**config.mk**
```make
export PLATFORM = sky130hd
export DESIGN_NAME = core_reset_run_ctrl
export DESIGN_NICKNAME = d
export VERILOG_FILES = /design/src/rtl/core_reset_run_ctrl_pkg.sv /design/src/rtl/core_reset_run_ctrl_sat_counter.sv /design/src/rtl/core_reset_run_ctrl.sv
export SDC_FILE = /design/constraint.sdc
export NUM_CORES = 1
export LEC_CHECK = 0
export ABC_CLOCK_PERIOD_IN_PS = 4600
export BUFFER_PORTS_ARGS = -buffer_cell sky130_fd_sc_hd__buf_2
export CORE_UTILIZATION = 48
export CTS_CLUSTER_SIZE = 28
export DETAILED_ROUTE_END_ITERATION = 8
export PLACE_DENSITY = 0.67
export RECOVER_POWER = 100
export SYNTH_ARGS = -nofsm -noshare
export SYNTH_HDL_FRONTEND = slang
export SYNTH_SLANG_ARGS = --single-unit
```
**constraint.sdc**
```tcl
create_clock -name clk -period 4.6 [get_ports clk]
set_input_delay 0.69 -clock clk [delete_from_list [all_inputs] [get_ports clk]]
set_output_delay 0.69 -clock clk [all_outputs]
set_load 0.05 [all_outputs]
```
**src/rtl/core_reset_run_ctrl_pkg.sv**
```systemverilog
// Shared state encodings and elaboration helpers for the core reset/run controller.
package core_reset_run_ctrl_pkg;

   typedef enum logic [1:0] {
      ST_IDLE = 2'd0,
      ST_HOLD = 2'd1,
      ST_RUN  = 2'd2,
      ST_DONE = 2'd3
   } run_state_t;

   // True when a non-negative value is representable in an unsigned field of the given width.
   function automatic bit fits_width(int value, int width);
      return (value >= 0) && ((width >= 31) || ((value >> width) == 0));
   endfunction

endpackage

```
**src/rtl/core_reset_run_ctrl_sat_counter.sv**
```systemverilog
// Up-counter with synchronous clear that sticks at all-ones instead of wrapping.
module sat_counter #(
   parameter int CNT_W = 16
) (
   input  logic             clk,
   input  logic             rst,
   input  logic             clr,
   input  logic             en,
   output logic [CNT_W-1:0] q
);

   always_ff @(posedge clk or posedge rst) begin
      if (rst) begin
         q <= '0;
      end else if (clr) begin
         q <= '0;
      end else if (en && (q != '1)) begin
         q <= q + CNT_W'(1);
      end
   end

endmodule

```
**src/rtl/core_reset_run_ctrl.sv**
```systemverilog
// Sequences the core's reset: hold low, release for a cycle budget or until halt, then park.
//  state   | meaning
//  IDLE    | after rst; core in reset, waiting for auto-start or start
//  HOLD    | core in reset for HOLD_CYCLES edges
//  RUN     | core out of reset, cycle_count advancing
//  DONE    | run ended; core parked in reset, cycle_count frozen
module core_reset_run_ctrl
   import core_reset_run_ctrl_pkg::*;
#(
   parameter int HOLD_CYCLES = 2,
   parameter int RUN_CYCLES  = 50,
   parameter int CNT_W       = 16,
   parameter int AUTO_START  = 1
) (
   input  logic             clk,
   input  logic             rst,
   input  logic             start,
   input  logic             halt_req,
   output logic             core_rst_n,
   output logic             running,
   output logic             done,
   output logic [CNT_W-1:0] cycle_count
);

   if (HOLD_CYCLES < 1 || !fits_width(HOLD_CYCLES, CNT_W)) begin : g_bad_hold
      $error("HOLD_CYCLES must be >= 1 and below 2**CNT_W");
   end
   if (!fits_width(RUN_CYCLES, CNT_W)) begin : g_bad_run
      $error("RUN_CYCLES must be below 2**CNT_W");
   end

   // Terminal counts compare against the pre-increment value, so the transition lands on the Nth edge.
   localparam logic [CNT_W-1:0] HOLD_TC     = CNT_W'(HOLD_CYCLES - 1);
   localparam logic [CNT_W-1:0] RUN_TC      = CNT_W'((RUN_CYCLES == 0) ? 0 : RUN_CYCLES - 1);
   localparam bit               RUN_LIMITED = (RUN_CYCLES != 0);
   localparam bit               AUTO        = (AUTO_START != 0);

   run_state_t       st_q, st_d;
   logic             hold_clr, hold_en, run_clr, run_en;
   logic [CNT_W-1:0] hold_q;

   sat_counter #(.CNT_W(CNT_W)) u_hold_cnt (
      .clk (clk),
      .rst (rst),
      .clr (hold_clr),
      .en  (hold_en),
      .q   (hold_q)
   );

   sat_counter #(.CNT_W(CNT_W)) u_run_cnt (
      .clk (clk),
      .rst (rst),
      .clr (run_clr),
      .en  (run_en),
      .q   (cycle_count)
   );

   always_ff @(posedge clk or posedge rst) begin
      if (rst) begin
         st_q       <= ST_IDLE;
         core_rst_n <= 1'b0;
         running    <= 1'b0;
         done       <= 1'b0;
      end else begin
         st_q       <= st_d;
         core_rst_n <= (st_d == ST_RUN);
         running    <= (st_d == ST_RUN);
         done       <= (st_d == ST_DONE);
      end
   end

   always_comb begin
      st_d     = st_q;
      hold_clr = 1'b0;
      hold_en  = 1'b0;
      run_clr  = 1'b0;
      run_en   = 1'b0;
      // start outranks halt_req and any terminal count once we have left IDLE.
      if (start && (st_q != ST_IDLE)) begin
         st_d     = ST_HOLD;
         hold_clr = 1'b1;
         run_clr  = 1'b1;
      end else begin
         case (st_q)
            ST_IDLE: begin
               hold_clr = 1'b1;
               run_clr  = 1'b1;
               if (AUTO || start) st_d = ST_HOLD;
            end
            ST_HOLD: begin
               hold_en = 1'b1;
               if (hold_q == HOLD_TC) st_d = ST_RUN;
            end
            ST_RUN: begin
               run_en = 1'b1;
               if (halt_req || (RUN_LIMITED && (cycle_count == RUN_TC))) st_d = ST_DONE;
            end
            ST_DONE: ;
            default: st_d = ST_IDLE;
         endcase
      end
   end

endmodule

```
---- Word level (Yosys, flattened, before mapping) ----
Cells that the tools add are included.
cells by class
  multipliers ............................. 0
  order comparisons ....................... 0
  add/subtract/negate cells ............... 2
  muxes and demuxes ....................... 14
  reduce and logical (&&, ||, !) cells .... 8
  bitwise gates (word level) .............. 0
  eq/ne operators ......................... 8
  divide/modulo/power cells ............... 0
  shift-type cells ........................ 0
operator list
  operator                                                           count
  16-bit 2-to-1 mux                                                  4
  16-bit by 1-bit adder with 16-bit output (second input constant)   2
  16-bit != test (second input constant)                             2
  16-bit by 1-bit == test with 1-bit output (second input constant)  1
  16-bit by 6-bit == test with 1-bit output (second input constant)  1
  2-bit == test (second input constant)                              3
  1-bit 2-to-1 mux                                                   6
  2-bit 2-to-1 mux                                                   3
  2-bit case mux with 3 select lines                                 1
  2-bit nonzero test                                                 3
  1-bit logical AND                                                  3
  2-bit by 1-bit == test with 1-bit output (second input constant)   1
  2-bit logical NOT                                                  1
  1-bit logical OR                                                   1
storage, ports and cells
  flip-flop bits (word level) ............. 36
  memories ................................ 0
  memory bits (read-only) ................. 0
  latch bits .............................. 0
  bits of input ports ..................... 4
  output and inout port bits .............. 19
  RAM bits ................................ 0

---- Depth between registers and ports, before layout ----
Gate-level depths: netlist (run 1).
  depth in word-level cells ............... 6
  depth in mapped cells ................... 6
  gate-level depth less buffers ........... 6

---- Hierarchy ----
Synthesis (run 1) repeated with hierarchy kept, for this count alone.
second synthesis, totals
  cell total of the unflattened synthesis .. 233
  area total of the unflattened synthesis .. 2150.8 sq um
by module, submodules not included
  module               times used  cells an instance  area an instance (sq um)
  sat_counter          2           101                932.1
  core_reset_run_ctrl  1           31                 286.5

---- Least setup slack after synthesis (run 1) ----
Ideal clock, no wire load.
  kind .................................... register to register
  from .................................... reg u_run_cnt.q[0]
  to ...................................... reg u_run_cnt.q[12]
  period minus slack after synthesis ...... 1964 ps
  arrival ................................. 1891 ps
  path buffers ............................ 0
  cell stages (with the launch flop) ...... 7
  library setup time ...................... 72 ps
  slack ................................... 2636 ps
  cell sequence ........................... dfrtp_1 > ha_1 > nand3b_1 > a2111oi_4 > nand4_1 > xor2_1 > nor2_1
between the ends
  word-level cells in the longest chain between the ends .. 3
  elaborated cells on any way between the ends .. 6
RTL lines
  what                                                                               line                                                                          RTL
  from (decl)                                                                        core_reset_run_ctrl_sat_counter.sv:9                                          output logic [CNT_W-1:0] q
  from (signal assigned)                                                             core_reset_run_ctrl_sat_counter.sv:18                                         q <= q + CNT_W'(1);
  16-bit by 1-bit adder with 16-bit output / 16-bit != test (equally long branches)  core_reset_run_ctrl_sat_counter.sv:18, core_reset_run_ctrl_sat_counter.sv:17
  16-bit 2-to-1 mux / 1-bit logical AND (equally long branches)                      core_reset_run_ctrl_sat_counter.sv:17                                         end else if (en && (q != '1)) begin
  16-bit 2-to-1 mux / 2-bit nonzero test (equally long branches)                     -
Several ways; a longest one is shown, not always the timed one. The select of a mux whose other input is x is not followed.
A chain may end at the register's enable or synchronous reset.

---- Worst setup path in the final report (run 1) ----
  from .................................... reg st_q[1]
  to ...................................... reg u_hold_cnt.q[9]
between the ends
  word-level cells in the longest chain between the ends .. 5
  elaborated cells on any way between the ends .. 11
RTL lines
  what                                                                                   line                                                  RTL
  from (decl)                                                                            core_reset_run_ctrl.sv:38                             run_state_t st_q, st_d;
  from (signal assigned)                                                                 core_reset_run_ctrl.sv:65                             st_q <= st_d;
  2-bit by 1-bit == test with 1-bit output / 2-bit nonzero test (equally long branches)  core_reset_run_ctrl.sv:84, core_reset_run_ctrl.sv:79
  1-bit 2-to-1 mux / 1-bit logical AND (equally long branches)                           core_reset_run_ctrl.sv:84, core_reset_run_ctrl.sv:79
  1-bit 2-to-1 mux                                                                       core_reset_run_ctrl.sv:79                             if (start && (st_q != ST_IDLE)) begin
  1-bit logical AND                                                                      core_reset_run_ctrl_sat_counter.sv:17
  2-bit nonzero test (no source line)                                                    -
  to (signal assigned)                                                                   core_reset_run_ctrl_sat_counter.sv:18
  to (decl)                                                                              core_reset_run_ctrl_sat_counter.sv:9
Several ways; a longest one is shown, not always the timed one.

==> impl_metrics.yaml, run 1 <==
pwr:
  clock_power_share_pct: 29.7
  sw_frac_of_total_pct: 34.61
  cellPowerDensity_mw_per_mm2: 343.6
  leakagePower_nw: 0.9835
  p_int_mw: 0.5159
  irDropWorstVdd_mv: 0.3072
  p_switching_mw: 0.2731
  comb_power_share_pct: 23.0
  seq_power_share_pct: 47.4
timing:
  fin_crit_ns: 2.471
  rsz0062_at_grt: "false"
  setup_viol: 0
  drv_slew: 67
  timing.slew.headroom_pct: -24.85
  finalClockSkew_ns: 0.003407
  tightest_slew_ns: 1.873
  whs_ns: 0.5680
  layout_setup_ws_ns: 2.129
  hold_viol_final: 0
  finalCritPeriodShare_pct: 53.71
  max_freq_mhz: 404.8
  setup_tns_ns: 0
detailed_routing:
  drtAntennaViolNets: 0
  drt-initial-drc-count: 100
  drc: 0
  wl_um: 4280
  wl_per_cell_um: 14.76
  first_pass_iters: 5
  vias: 1707
  vias_per_cell: 5.886
clock_network:
  cts_setup_buffers: 0
  cts_sinks: 36
  clk_pin_slew_worst_paths_ns: 0.07
  clock-root-buffer: "clkbuf_8"
  clk_latency_ns: 0.28
  clock_path_buffers: 2
  htree_levels: 2
  post_cts_resized: 0
  cts_hold_buf: 0
  cts_tree: "yes"
  cts_made_buffers: 5
synthesis:
  yosysTopAreaCell: "dfrtp_1"
  synth_edf_count: 0
  synth_fp_nets: 223
  postSynth.asyncResetShare_pct: 100.0
  synth_ff_type: "dfrtp_1"
  ys_types: 49
  synthTopCellsByCount: "dfrtp_1 (36), nor2_1 (33), nand2_1 (12)"
  synth-seq-cells: 36
  synth.most_common_cell: "dfrtp_1"
  ys_warn_count: 0
  syn_inst: 215
  avgSynthCellArea_um2: 9.713
  synth_area_leaders: "dfrtp_1 (43%), nor2_1 (5.9%), xnor2_1 (3.8%)"
  synth-seq-area-share_pct: 43.14
  synth_top_area_share_pct: 43.14
  synth_area_mm2: 0.002088
critical_path:
  rr_worst_depth: 4
  r2r_setup_slack_ns: 2.13
  r2r-start: "st_q[1]"
  crit_type: "reg2reg"
  crit_end: "u_hold_cnt.q[9]"
  cp.arrival_ns: 2.65
  critPathLaunchType: "flop"
  crit_fanout: 29
  required_ns: 4.78
  reg2reg_to: "u_hold_cnt.q[9]"
  worstSetupStartpoint: "st_q[1]"
  worstSetupEndpointType: "flop"
placement:
  hpwlAfterDp_um: 3027
  dp_slack_ns: 2.741
  post_dp_cell_area_mm2: 0.002237
  gp_congestion: 0.8359
  port_buffers: 22
global_routing:
  grt.met3_usage_pct: 5.000
  grt_pass1_vias: 1528
  grt_pass1_wl_um: 7176
  use_met1_pct: 29.73
  met2_usage_pct: 31.37
  antenna_found_initial: 0
  grt.total_usage_pct: 20.97
  grt_start_max_net_pins: 37
  grt_remaining_overflow: 0
  top_usage_layer: "met2"
min_path:
  holdPathStages: 1
  hp-class: "reg2reg"
cells_and_area:
  ff_latch_area_um2: 900.9
  final_layout_size_suffix_gt1_share_pct: 12.50
  fill_cells: 388
  multi_input_area_mm2: 0.001131
  nets: 247
  final_util_pct: 56.18
  area_delta_synth_final_pct: 9.946
  insertedDiodeCount: 0
  fin_area_mm2: 0.002296
floorplanning:
  start_util_pct: 51.10
  ios: 23
  core_area_mm2: 0.004086
  dieWidth_um: 67.96
  dieArea_mm2: 0.004619
  rows: 23
  fp.dieH_um: 67.96
flow_run:
  maxCapViolCount: 2
status:
  status: "finished, violations left"
  violations: "max-capacitance violations, max-slew violations"
placed cells by master (no fill, tap or decap), types with 2 or more instances in the layout:
| cell type | netlist | layout |
|---|---|---|
| a211oi_1 | 6 | 6 |
| a41o_2 | 2 | 2 |
| a21oi_1 | 8 | 8 |
| and3_1 | 2 | 2 |
| and4_1 | 2 | 2 |
| nor2_1 | 33 | 33 |
| inv_1 | 5 | 5 |
| and2_1 | 4 | 3 |
| clkinv_2 | 0 | 2 |
| nand2_1 | 12 | 12 |
| nor3b_1 | 3 | 3 |
| nor4_4 | 2 | 2 |
| nand3_2 | 3 | 3 |
| nand4_1 | 8 | 8 |
| dfrtp_1 | 36 | 36 |
| clkbuf_1 | 0 | 20 |
| nand3_1 | 10 | 10 |
| nand4_2 | 2 | 2 |
| xor2_1 | 7 | 7 |
| clkbuf_8 | 0 | 6 |
| nor3_1 | 8 | 8 |
| a31oi_1 | 8 | 8 |
| nand2b_1 | 2 | 2 |
| o21ai_0 | 6 | 6 |
| buf_2 | 4 | 3 |
| ha_1 | 4 | 4 |
| nor4_1 | 5 | 6 |
| xnor2_1 | 9 | 9 |
cell type report:
cell class,instances,share of cell area [%]
multi-input cells,168,49.26
flip-flops and latches,36,39.24
repair buffers,23,3.924
clock buffers,6,3.597
well taps,50,2.725
inverters,5,0.8174
clock inverters,2,0.4360
cells by family (layout without fill, tap and decap cells):
logic type	count (synthesis)	in the layout	synth area share, %
muxes	1	1	0.4793
xor gates and xnor gates	16	16	6.711
AOI/OAI and AO/OA	36	36	12.58
adders and majority gates	4	4	2.397
DFF	36	36	43.14
buffers and inverters	11	36	2.397
and+or+nand+nor	111	111	32.30
power by group through the flow:
stage | logic, mW | registers [mW] | clock network [mW]
2_1_floorplan | 0.144 | 0.387 | 0
3_3_place_gp | 0.186 | 0.379 | 0
3_5_place_dp | 0.186 | 0.379 | 0
4_1_cts | 0.187 | 0.374 | 0.241
5_1_grt | 0.199 | 0.379 | 0.253
6_report | 0.181 | 0.374 | 0.234
per-layer routing:
layer	share of wire, %	up-vias
li1	-	831
met1	50	830
met2	44	41
met3	5.0	5
met4	0.93	0
met5	0	-
how the worst min path moves through the flow:
stage / from / end / slack (ns)
CTS: rst / u_run_cnt.q[5] / 0.51
global route: start / done / 0.59
detailed placement: u_hold_cnt.q[11] / u_hold_cnt.q[11] / 0.55
floorplan: u_hold_cnt.q[11] / u_hold_cnt.q[11] / 0.50
global placement: u_hold_cnt.q[11] / u_hold_cnt.q[11] / 0.56
finish: u_hold_cnt.q[11] / u_hold_cnt.q[11] / 0.57
sequential cells by signal, indices dropped and copies added, names as in the netlist:
signal	flops
done	1
running	1
st_q	2
u_hold_cnt.q	16
u_run_cnt.q	16
critical path, cell delays in order, from the launching register on:
cell and delay (ns):
dfrtp_1 0.50, nor2_1 0.17, or2_0 1.27, nor2_1 0.08
a41o_2 0.34
metrics by stage:
| step | cells | power (mW) |
|---|---|---|
| floorplan | 215 | 0.5305 |
| global placement | 282 | 0.5644 |
| detailed placement | 282 | 0.5646 |
| CTS | 290 | 0.8015 |
| global route | 290 | 0.8304 |
| finish | 290 | 0.7889 |
No activity file was read; power rests on OpenSTA's default activity.
==> inputs of run 2 (changes only) <==
--- a/config.mk
+++ b/config.mk
@@ -5,7 +5,7 @@
 export SDC_FILE = /design/constraint.sdc
 export NUM_CORES = 1
 export LEC_CHECK = 0
-export ABC_CLOCK_PERIOD_IN_PS = 4600
+export ABC_CLOCK_PERIOD_IN_PS = 2460
 export BUFFER_PORTS_ARGS = -buffer_cell sky130_fd_sc_hd__buf_2
 export CORE_UTILIZATION = 48
 export CTS_CLUSTER_SIZE = 28
==> constraint.sdc (replaced) <==
create_clock -name clk -period 2.46 [get_ports clk]
set_input_delay 0.369 -clock clk [delete_from_list [all_inputs] [get_ports clk]]
set_output_delay 0.369 -clock clk [all_outputs]
set_load 0.05 [all_outputs]
==> impl_metrics.yaml, run 2 (synthesis results as in run 1) <==
floorplanning:
  start_util_pct: 51.10
  dieWidth_um: 67.96
  ios: 23
  rows: 23
  dieArea_mm2: 0.004619
  core_area_mm2: 0.004086
  fp.dieH_um: 67.96
detailed_routing:
  drt-initial-drc-count: 63
  wl_um: 4335
  vias_per_cell: 5.838
  wl_per_cell_um: 14.95
  drc: 0
  first_pass_iters: 4
  drtAntennaViolNets: 0
  vias: 1693
clock_network:
  clock-root-buffer: "clkbuf_8"
  cts_made_buffers: 5
  cts_tree: "yes"
  cts_sinks: 36
  post_cts_resized: 0
  clk_latency_ns: 0.29
  cts_setup_buffers: 0
  clk_pin_slew_worst_paths_ns: 0.07
  clock_path_buffers: 2
  cts_hold_buf: 0
  htree_levels: 2
timing:
  setup_viol: 0
  timing.slew.headroom_pct: 28.64
  tightest_slew_ns: 1.070
  rsz0062_at_grt: "false"
  max_freq_mhz: 505.1
  finalCritPeriodShare_pct: 80.49
  drv_slew: 0
  hold_viol_final: 0
  finalClockSkew_ns: 0.005759
  setup_tns_ns: 0
  fin_crit_ns: 1.980
critical_path:
  crit_type: "reg2reg"
  r2r_setup_slack_ns: 0.48
  r2r-start: "st_q[1]"
  cp.arrival_ns: 2.16
  worstSetupEndpointType: "flop"
  rr_worst_depth: 4
  critPathLaunchType: "flop"
  reg2reg_to: "u_hold_cnt.q[9]"
  required_ns: 2.64
  crit_fanout: 29
cells_and_area:
  area_delta_synth_final_pct: 9.167
  final_common_cell: "dfrtp_1"
  nets: 247
  insertedDiodeCount: 0
  final_layout_size_suffix_gt1_share_pct: 11.67
  top_regs: "u_hold_cnt.q x16, u_run_cnt.q x16, st_q x2"
  final_cell_mix: "dfrtp_1 (36), nor2_1 (33), clkbuf_1 (21)"
placement:
  gp_congestion: 0.8207
  hpwlAfterDp_um: 3018
  port_buffers: 22
global_routing:
  grt_start_max_net_pins: 37
  grt.total_usage_pct: 22.64
  grt_remaining_overflow: 0
  grt_pass1_wl_um: 7624
  antenna_found_initial: 0
  grt_pass1_vias: 1564
pwr:
  leakagePower_nw: 0.9517
  power_mw: 1.466
  cellPowerDensity_mw_per_mm2: 643.1
  irDropWorstVdd_mv: 0.5001
flow_run:
  maxCapViolCount: 0
min_path:
  worstHoldEndpoint: "done"
  holdPathStages: 2
  hp-class: "in2reg"
  min_from: "start"
status:
  status: "finished, final reports clean"
-- run 2: changes by cell type in the layout (fill, tap and decap cells not counted), sizes merged --
cell,delta
clkbuf,+2
clkinv,-2
-- run 2: critical path, cell delays in order (launching register included) --
cell	delay [ns]
dfrtp_1	0.48
nor2_1	0.16
or2_1	0.84
nor2_1	0.09
a41o_2	0.31
-- run 2: how the worst max path moves through the flow --
stage | cells after the start | slack, ns | from | to
floorplan | 6 | 0.50 | u_run_cnt.q[0] | u_run_cnt.q[12]
global placement | 6 | 0.69 | u_run_cnt.q[0] | u_run_cnt.q[3]
detailed placement | 6 | 0.60 | u_hold_cnt.q[0] | u_hold_cnt.q[9]
CTS | 6 | 0.59 | u_hold_cnt.q[0] | u_hold_cnt.q[9]
global route | 4 | 0.24 | st_q[1] | u_hold_cnt.q[9]
finish | 4 | 0.48 | st_q[1] | u_hold_cnt.q[9]
-- run 2: final cells by class --
cell class              instances  area, µm²
clock buffers                   8      90.09
inverters                       5      18.77
flip-flops and latches         36      900.9
fillers                       380       1807
well taps                      50      62.56
repair buffers                 23      91.34
multi-input cells             168       1116
-- run 2: routing by layer --
layer / vias up / part of all wire [%] / global-route usage, %
met2: 33 / 43 / 32.35
met1: 822 / 52 / 32.95
met3: 7 / 3.1 / 4.000
met5: - / 0 / 0
li1: 831 / - / -
met4: 0 / 1.9 / 10.16
-- run 2: through the flow --
step | util [%] | setup slack (ns) | area (µm²) | hold slack [ns] | cells
global placement | 54.75 | 0.6928 | 2237 | 0.4975 | 282
CTS | 56.95 | 0.5902 | 2327 | 0.1853 | 290
global route | 55.79 | 0.2357 | 2280 | 0.2777 | 290
finish | 55.79 | 0.4801 | 2280 | 0.2683 | 290
detailed placement | 54.75 | 0.6021 | 2237 | 0.5030 | 282
floorplan | - | 0.4961 | 2088 | 0.4388 | 215
-- run 2: power breakdown --
part	internal, mW	switching (mW)
registers	0.633	0.0598
logic	0.105	0.233
clock network	0.228	0.206
==> inputs of run 3 (changes only) <==
--- a/config.mk
+++ b/config.mk
@@ -5,7 +5,7 @@
 export SDC_FILE = /design/constraint.sdc
 export NUM_CORES = 1
 export LEC_CHECK = 0
-export ABC_CLOCK_PERIOD_IN_PS = 2460
+export ABC_CLOCK_PERIOD_IN_PS = 1910
 export BUFFER_PORTS_ARGS = -buffer_cell sky130_fd_sc_hd__buf_2
 export CORE_UTILIZATION = 48
 export CTS_CLUSTER_SIZE = 28
==> constraint.sdc (replaced) <==
create_clock -name clk -period 1.91 [get_ports clk]
set_input_delay 0.2865 -clock clk [delete_from_list [all_inputs] [get_ports clk]]
set_output_delay 0.2865 -clock clk [all_outputs]
set_load 0.05 [all_outputs]
==> impl_metrics.yaml, run 3 (synthesis results as in run 1) <==
status:
  status: "finished, final reports clean"
detailed_routing:
  drtAntennaViolNets: 0
  wl_um: 4472
  drt-initial-drc-count: 92
  first_pass_iters: 4
  vias: 1693
  wl_per_cell_um: 15.06
  vias_per_cell: 5.700
  drc: 0
cells_and_area:
  final_cell_mix: "dfrtp_1 (34), nor2_1 (33), clkbuf_1 (19)"
  nets: 254
  fin_area_mm2: 0.002333
  insertedDiodeCount: 0
  final_layout_size_suffix_gt1_share_pct: 15.79
  multi_input_area_mm2: 0.001112
  top_regs: "u_hold_cnt.q x16, u_run_cnt.q x16, st_q x2"
  final_common_cell: "dfrtp_1"
  ff_latch_area_um2: 903.4
  area_delta_synth_final_pct: 11.74
  fill_cells: 393
critical_path:
  crit_type: "reg2reg"
  reg2reg_to: "u_run_cnt.q[3]"
  worstSetupEndpointType: "flop"
  cp.arrival_ns: 1.95
  rr_worst_depth: 6
  crit_fanout: 6
  r2r_setup_slack_ns: 0.16
  critPathLaunchType: "flop"
  r2r-start: "u_run_cnt.q[0]"
  required_ns: 2.10
floorplanning:
  ios: 23
  dieArea_mm2: 0.004619
  fp.dieH_um: 67.96
  start_util_pct: 51.10
  core_area_mm2: 0.004086
  rows: 23
  dieWidth_um: 67.96
global_routing:
  grt_pass1_wl_um: 7465
  grt_start_max_net_pins: 37
  grt.total_usage_pct: 22.27
  grt_pass1_vias: 1524
  grt_remaining_overflow: 0
  antenna_found_initial: 0
clock_network:
  cts_made_buffers: 5
  cts_hold_buf: 0
  clock-root-buffer: "clkbuf_8"
  htree_levels: 2
  cts_setup_buffers: 0
  clk_pin_slew_worst_paths_ns: 0.08
  clk_latency_ns: 0.30
  cts_tree: "yes"
  clock_path_buffers: 2
  post_cts_resized: 0
  cts_sinks: 36
timing:
  timing.slew.headroom_pct: 41.77
  rsz0062_at_grt: "false"
  setup_viol: 0
  finalClockSkew_ns: 0.005881
  tightest_slew_ns: 0.8735
  hold_viol_final: 0
  drv_slew: 0
  max_freq_mhz: 569.9
  setup_tns_ns: 0
  finalCritPeriodShare_pct: 91.87
  fin_crit_ns: 1.755
min_path:
  holdPathStages: 2
  hp-class: "in2reg"
  min_from: "start"
  worstHoldEndpoint: "done"
placement:
  gp_congestion: 0.8816
  hpwlAfterDp_um: 3104
  post_dp_cell_area_mm2: 0.002292
  port_buffers: 22
pwr:
  irDropWorstVdd_mv: 0.6077
  leakagePower_nw: 0.9892
  cellPowerDensity_mw_per_mm2: 826.6
flow_run:
  maxCapViolCount: 0
==> run 3: cell types whose count changed in the layout (fill, tap and decap cells not counted), sizes merged <==
cell / delta
clkbuf: -2
clkinv: +2
buf: +7
==> run 3: per-stage QoR <==
stage	instances	total power [mW]	setup WS [ns]	hold WS, ns	util (%)
after floorplan	215	1.279	0.1115	0.3563	-
after global placement	289	1.383	0.1386	0.4155	56.09
after detailed placement	289	1.383	0.07803	0.4202	56.09
after CTS	297	1.955	0.06022	0.09585	58.36
after global routing	297	2.023	0.01546	0.1783	57.10
final	297	1.929	0.1552	0.1756	57.10
==> run 3: worst max path at each step <==
stage                    startpoint         endpoint  slack, ns  cells past startpoint
global route         u_run_cnt.q[0]  u_run_cnt.q[12]       0.02                      6
detailed placement  u_hold_cnt.q[0]  u_hold_cnt.q[9]       0.08                      6
finish               u_run_cnt.q[0]   u_run_cnt.q[3]       0.16                      6
floorplan            u_run_cnt.q[6]  u_run_cnt.q[12]       0.11                      5
global placement    u_hold_cnt.q[0]  u_hold_cnt.q[9]       0.14                      6
CTS                 u_hold_cnt.q[0]  u_hold_cnt.q[9]       0.06                      6
==> run 3: metal layers <==
metal	vias up	GRT usage (%)	routed length (µm)
met5	-	0	0
met4	0	9.635	74
met3	8	6.500	220
met2	45	29.17	1927
met1	790	33.26	2250
li1	850	-	-
==> run 3: cell type report <==
cell class / count / share of cell area (%)
clock buffer: 6 / 3.539
clock inverter: 2 / 0.4290
inverter: 5 / 0.8043
multi-input combinational: 168 / 47.67
sequential: 36 / 38.71
tap: 50 / 2.681
timing repair buffer: 30 / 6.166
==> run 3: report_power, final <==
group	total, mW	internal (mW)	switching [mW]
logic	0.460	0.152	0.308
clock network	0.575	0.288	0.287
registers	0.894	0.816	0.0780
total	1.93	1.26	0.673
==> run 3: critical path, stage by stage, from the launching register on <==
cell	delay, ns
dfrtp_2	0.44
ha_1	0.23
and4_1	0.26
and4bb_4	0.24
nor3b_1	0.27
xnor2_1	0.16
nor2_1	0.05
